==> src/rtl/instr_memory.sv <==
// Purpose : program (instruction) memory for the CPU; combinational read port,
//           synchronous load port, asynchronous invalidate of every word.
// Latency : read is combinational (0 cycles); a load is visible after the posedge it is sampled on.
// Backpressure: none; a load is accepted every cycle and the read port is always available.
//
// Ports:
//   instr     (out, WORD_WIDTH) word at pointer, or 0 when the word is invalid or out of range
//   pointer   (in,  WORD_WIDTH) program pointer / read address, compared at full width
//   clk       (in,  1)          clock; all writes on the rising edge
//   reset     (in,  1)          asynchronous active-high; clears every valid bit
//   load_en   (in,  1)          write strobe
//   load_addr (in,  WORD_WIDTH) write address; addresses >= DEPTH are dropped
//   load_data (in,  WORD_WIDTH) word to write
module instr_memory #(
    parameter int WORD_WIDTH = 16,
    parameter int DEPTH      = 256,
    parameter int ADDR_BITS  = 8
) (
    output logic [WORD_WIDTH-1:0] instr,
    input  logic [WORD_WIDTH-1:0] pointer,
    input  logic                  clk,
    input  logic                  reset,
    input  logic                  load_en,
    input  logic [WORD_WIDTH-1:0] load_addr,
    input  logic [WORD_WIDTH-1:0] load_data
);

    // DEPTH expressed at pointer width so the range check sees every pointer bit;
    // an out-of-range pointer can never alias onto a stored word.
    localparam logic [WORD_WIDTH-1:0] DEPTH_W = WORD_WIDTH'(DEPTH);

    // Data words carry no reset: a word is only observable through its valid bit.
    logic [WORD_WIDTH-1:0] mem_q [DEPTH];
    logic [DEPTH-1:0]      valid_q;
    logic [DEPTH-1:0]      valid_d;

    logic                  rd_in_range;
    logic [ADDR_BITS-1:0]  rd_idx;
    logic                  wr_in_range;
    logic                  wr_hit;
    logic [ADDR_BITS-1:0]  wr_idx;

    // ------------------------------------------------------------------
    // Read path (purely combinational)
    // ------------------------------------------------------------------
    assign rd_in_range = (pointer < DEPTH_W);
    assign rd_idx      = pointer[ADDR_BITS-1:0];

    // Default to NOP so neither an out-of-range pointer nor an unwritten
    // (possibly X) data word can reach instr.
    always_comb begin
        instr = '0;
        if (rd_in_range && valid_q[rd_idx]) begin
            instr = mem_q[rd_idx];
        end
    end

    // ------------------------------------------------------------------
    // Write path
    // ------------------------------------------------------------------
    assign wr_in_range = (load_addr < DEPTH_W);
    assign wr_idx      = load_addr[ADDR_BITS-1:0];
    assign wr_hit      = load_en && wr_in_range;

    always_comb begin
        valid_d = valid_q;
        if (wr_hit) begin
            valid_d[wr_idx] = 1'b1;
        end
    end

    // Reset only touches the valid bits. Holding them clear for the whole
    // reset interval is what makes loads during reset ineffective.
    always_ff @(posedge clk or posedge reset) begin
        if (reset) begin
            valid_q <= '0;
        end else begin
            valid_q <= valid_d;
        end
    end

    // A data word written while reset is high stays hidden behind its cleared
    // valid bit and must be reloaded, so the data array needs no reset gating.
    always_ff @(posedge clk) begin
        if (wr_hit) begin
            mem_q[wr_idx] <= load_data;
        end
    end

endmodule

==> config.mk <==
export PLATFORM = sky130hd
export DESIGN_NAME = instr_memory
export DESIGN_NICKNAME = d
export VERILOG_FILES = /design/src/rtl/instr_memory.sv
export SDC_FILE = /design/constraint.sdc
export NUM_CORES = 2
export LEC_CHECK = 0
export ABC_AREA = 0
export CAP_MARGIN = 0
export CORE_ASPECT_RATIO = 2
export CORE_MARGIN = 4
export CORE_UTILIZATION = 40
export DETAILED_ROUTE_END_ITERATION = 7
export HOLD_SLACK_MARGIN = 0.06
export PLACE_DENSITY = 0.61
export SYNTH_ARGS = -nofsm -noshare
export SYNTH_HDL_FRONTEND = slang
export SYNTH_SLANG_ARGS = --single-unit
==> constraint.sdc <==
create_clock -name clk -period 8.1 [get_ports clk]
set_input_delay 0.81 -clock clk [delete_from_list [all_inputs] [get_ports clk]]
set_output_delay 0.81 -clock clk [all_outputs]
set_load 0.02 [all_outputs]
Word level (Yosys, flattened, before mapping)
Memory sizes are Yosys's and may differ from the RTL's.
Index checks and enable logic that the tools add are counted.
{"block": "op_classes", "reduce_logical": 3, "bitwise": 1, "magnitude_cmp": 5, "n_mux": 7}
{"operator": "256-bit bitwise OR", "count": 1}
{"operator": "16-bit by 9-bit < comparator with 1-bit output, second input constant", "count": 2}
{"operator": "8-bit by 9-bit < comparator with 1-bit output, second input constant", "count": 2}
{"operator": "16-bit 2-to-1 mux", "count": 1}
{"operator": "1-bit binary-select mux with 8-bit select", "count": 1}
{"operator": "1-bit demux with 8-bit select", "count": 1}
{"operator": "8-bit by 1-bit greater-or-equal comparator with 1-bit output, second input constant", "count": 1}
{"operator": "1-bit 2-to-1 mux", "count": 4}
{"operator": "1-bit logical AND", "count": 3}
{"block": "word_totals", "output_inout_bits": 16, "mem_count": 1, "in_bits": 51, "ramBits": 4096, "word_cells": 18, "reg_bits": 256}
{"name": "mem_q", "words": 256, "width": 16, "rd": 1, "rd_ports_with_merged_regs": 0, "write_ports": 1, "line_no": "33", "text": "logic [WORD_WIDTH-1:0] mem_q [DEPTH];"}

Longest topological paths before layout
{"block": "depth", "depth_word": 5, "depth_mapped": 14, "mapped_depth_nobuf": 7}

Worst setup path before layout
OpenSTA, ideal clock, no wires.
{"block": "synth_path", "path_kind": "input to output", "from": "input port pointer[0]", "to": "output port instr[15]", "path_slack_ns": 4.120, "t_arrival_ns": 3.170, "stages": 11, "cell_sequence": "buf_6 > buf_6 > buf_6 > buf_6 > buf_2 > mux4_2 > mux2i_1 > nor2_1 > a311o_1 > nor4_1 > a31oi_1"}
{"block": "synth_via", "elab_chain_len": 4, "elab_cells_between_ends": 6, "cone_classes": "order compare (1); mux (3); reduce/logical (1); memory (1)"}
{"element": "start, declared", "line_no": "20", "text": "input logic [WORD_WIDTH-1:0] pointer,"}
{"element": "1-bit binary-select mux with 8-bit select", "line_no": "53", "text": "if (rd_in_range && valid_q[rd_idx]) begin"}
{"element": "1-bit 2-to-1 mux (not written as such)", "line_no": "53"}
{"element": "1-bit logical AND", "line_no": "53"}
{"element": "16-bit 2-to-1 mux *", "line_no": "53"}
{"element": "end, declared", "line_no": "19", "text": "output logic [WORD_WIDTH-1:0] instr,"}
Every way passes the cells marked *; elsewhere a longest branch is shown, timed or not. The select of a mux whose other input is x is not followed.

Final worst setup path
{"block": "layout_path", "from": "input port pointer[1]", "to": "output port instr[4]"}
Same word-level chain as after synthesis.

==> Implementation_results.wiki <==
{| class="wikitable"
! Metric !! Value
|-
| Fraction of final layout cells with drive strength greater than 1 || 30.44%
|-
| Post-synthesis instance area || 167900 sq um
|-
| Cell leakage power || 59.90 nW
|-
| Net count after synthesis || 7459
|-
| R2R setup slack || 7.28 ns
|-
| Length of routed wiring on met1 || 158400 um
|-
| GPL Wtd Cong || 0.9114
|-
| Power density cells || 235.4 nW/um^2
|-
| Routed wire length on met2 || 258000 um
|-
| Port Buffers || 66
|-
| Max-cap violation count || 1
|-
| Effective utilization at floorplan || 40.15%
|-
| Worst setup path startpoint || pointer[1]
|-
| Capture instance of the worst register-to-register path || valid_q[30]$_DFFE_PP0P_
|-
| Gates resized, CTS repair || 0
|-
| Top Ports || 67
|-
| Buf+Inv Stages, Crit Path || 5
|-
| Startpoint of the worst register-to-register path || valid_q[30]$_DFFE_PP0P_
|-
| Fin. Hold Viols || 0
|-
| Setup TNS after final layout || 0 ns
|-
| Cell family contributing the most delay on the critical path || buffers and inverters
|-
| Global-route wire length before repair || 674000 um
|-
| Row Count || 336
|-
| Iteration-0 DRC count of the detailed router || 8534
|-
| Number of remaining DRC errors || 0
|-
| DR vias || 80160
|-
| Clock period minus final worst setup slack || 6.772 ns
|-
| Total wirelength of the detailed-routed design || 482600 um
|-
| Cell at the root of the clock tree || sky130_fd_sc_hd__clkbuf_16
|-
| Worst setup path endpoint || instr[4]
|-
| Largest net degree at the start of global routing || 174
|-
| TritonCTS clock tree || built
|-
| Synth async-reset ratio || 5.882%
|-
| Violated checks || max-capacitance violations, max-slew violations
|-
| Worst rel slew slack || -4.620%
|-
| Clock Sink Count || 4352
|-
| Final WS setup || 1.328 ns
|-
| Result of the run || finished, violations left
|-
| Endpoint required time on the critical path || 7.29 ns
|-
| Crit-path most repeated cell || sky130_fd_sc_hd__buf_4
|-
| Clk pin slew, worst setup/hold paths || 0.06 ns
|-
| Critical Path End Type || output pin
|-
| Initial antenna violation count || 15
|-
| CP Max Fanout || 70
|-
| Count of final max-slew check failures || 49
|-
| Uppermost layer routed || met5
|-
| Floorplan die width || 466.2 um
|-
| Number of buffers inserted to repair setup after CTS || 0
|-
| Tightest Pin Transition || 1.569 ns
|-
| Delay of the slowest cell on the worst path || 0.74 ns
|-
| Number of synthesized register bits || 4352
|-
| Setup repair after global routing missed its margin || no
|-
| Worst skew pair latency || 0.91 ns
|-
| Setup clock skew after layout || 0 ns
|-
| Nets || 7842
|-
| Vias in the first global route || 83770
|-
| Most used flip-flop cell after synthesis || sky130_fd_sc_hd__edfxtp_1
|-
| FMAX || 147.7 MHz
|-
| H-tree depth reported by CTS || 5
|-
| Mapped Cells || 7408
|-
| Vertical die dimension || 924.4 um
|-
| Vias per Instance || 5.868
|-
| Min-delay worst type || primary input to flip-flop
|-
| Category of the most critical setup path || primary input to output pin
|-
| Synth-to-Final Area Change || 12.41%
|-
| Core area || 418300 sq um
|-
| Number of clock buffers inserted by TritonCTS || 347
|-
| Register area share after synthesis || 77.05%
|-
| Max rail drop VDD || 0.0001680 V
|-
| Final number of setup-violating endpoints || 0
|-
| Critical path depth || 10
|-
| Count of distinct cell types in the synthesized netlist || 62
|-
| Cts hold-fix bufs || 0
|-
| Ratio of final minimum period to clock period || 83.60%
|-
| Area of the die || 430900 sq um
|-
| Post-Synthesis Mean Instance Area || 22.67 sq um
|-
| Cell breakdown of the critical path || buf_8 > buf_4 > buf_4 > mux4_2 > mux2i_1 > o22ai_1 > nor3_1 > a41oi_1 > buf_4 > buf_12
|-
| Detailed-placement wirelength estimate || 304400 um
|-
| Data arrival, critical path || 5.96 ns
|-
| Crit-path slowest cell || sky130_fd_sc_hd__nor3_1
|-
| Number of synthesis warnings || 0
|-
| Remaining Overflow, GRT || 0
|-
| Startpoint Class || primary input
|-
| Combined global-route utilization of all metal layers || 22.25%
|-
| Commonest non-fill, non-tap cell in the layout || sky130_fd_sc_hd__edfxtp_1
|-
| WL met3 || 26530 um
|-
| Number of enable-type register cells in the synthesized netlist || 4096
|-
| First-pass iteration count of the detailed router || 5
|-
| Post-placement setup slack || 1.413 ns
|-
| Buffer depth of the longest clock path || 4
|-
| Leading cell types in the layout, fill and taps excluded || 4096 x sky130_fd_sc_hd__edfxtp_1, 1193 x sky130_fd_sc_hd__mux4_2, 357 x sky130_fd_sc_hd__clkbuf_16, 357 x sky130_fd_sc_hd__buf_4, 256 x sky130_fd_sc_hd__dfrtp_1
|-
| Depth of the most critical reg-to-reg path || 1
|-
| Final ANT Viol Nets || 0
|-
| Detail-routed net length per standard cell || 35.33 um
|}
## cell families after synthesis
kind of cell	synth area share (%)
multiplexers	17.53
buffers and inverters	1.475
AND/OR/NAND/NOR	2.082
flip-flops	77.05
AO/OA/AOI/OAI	1.857
## through the flow
step	area, sq um	power (mW)	instances	util [%]	hold WS (ns)
final	188800	44.43	13660	45.13	0.3457
after global placement	177100	27.32	13010	42.34	0.4442
after CTS	188700	44.71	13640	45.10	0.2784
after floorplan	167900	26.21	7408	-	0.4308
after global routing	188800	45.59	13660	45.13	0.3303
after detailed placement	177200	27.36	13010	42.36	0.4471
## cell type report
type / instances / area (sq um)
Fill cell: 34440 / 229500
Sequential cell: 4352 / 129400
Multi-Input combinational cell: 2622 / 36590
Clock buffer: 430 / 9348
Tap cell: 5577 / 6978
Timing Repair Buffer: 459 / 4249
Clock inverter: 199 / 2123
Inverter: 9 / 63.81
Antenna cell: 14 / 35.03
## worst min-delay path by stage
stage                             start                  endpoint  slack, ns  depth (start not counted)
6_report                   load_data[7]   mem_q[214][7]$_DFFE_PP_       0.35                          1
5_1_grt                   load_data[11]    mem_q[2][11]$_DFFE_PP_       0.33                          1
3_5_place_dp    valid_q[11]$_DFFE_PP0P_   valid_q[11]$_DFFE_PP0P_       0.45                          1
4_1_cts                   load_data[11]    mem_q[2][11]$_DFFE_PP_       0.28                          1
3_3_place_gp   valid_q[144]$_DFFE_PP0P_  valid_q[144]$_DFFE_PP0P_       0.44                          1
2_1_floorplan  valid_q[221]$_DFFE_PP0P_  valid_q[221]$_DFFE_PP0P_       0.43                          1
## routing by layer
metal	GRT usage, %	up-vias
li1	-	31880
met1	24.43	43910
met2	40.15	3342
met3	2.816	1025
met4	14.99	8
met5	0	-
## cell usage after synthesis (39+ instances only)
master / count / area [sq um]
sky130_fd_sc_hd__a21oi_1: 39 / 195.2
sky130_fd_sc_hd__mux4_2: 1193 / 26870
sky130_fd_sc_hd__a22oi_1: 48 / 360.4
sky130_fd_sc_hd__o22ai_1: 42 / 262.8
sky130_fd_sc_hd__o21bai_1: 128 / 960.9
sky130_fd_sc_hd__dfrtp_1: 256 / 6406
sky130_fd_sc_hd__nand3_1: 41 / 205.2
sky130_fd_sc_hd__buf_4: 103 / 773.2
sky130_fd_sc_hd__nand2_1: 175 / 656.9
sky130_fd_sc_hd__buf_2: 126 / 630.6
sky130_fd_sc_hd__edfxtp_1: 4096 / 123000
sky130_fd_sc_hd__mux2i_1: 216 / 2162
sky130_fd_sc_hd__or2_2: 130 / 813.3
sky130_fd_sc_hd__nor2_1: 288 / 1081
sky130_fd_sc_hd__clkbuf_1: 122 / 457.9
## report_power, final
| part | switching, mW | internal, mW |
|---|---|---|
| logic | 1.51 | 0.752 |
| registers | 0.000517 | 24.6 |
| clock network | 7.98 | 9.61 |
| total | 9.49 | 34.9 |
## flip-flops by register name (all words and copies together), names as in the netlist
register,cells
mem_q,4096
valid_q,256
Note: power is estimated with default switching activity, not from simulation.
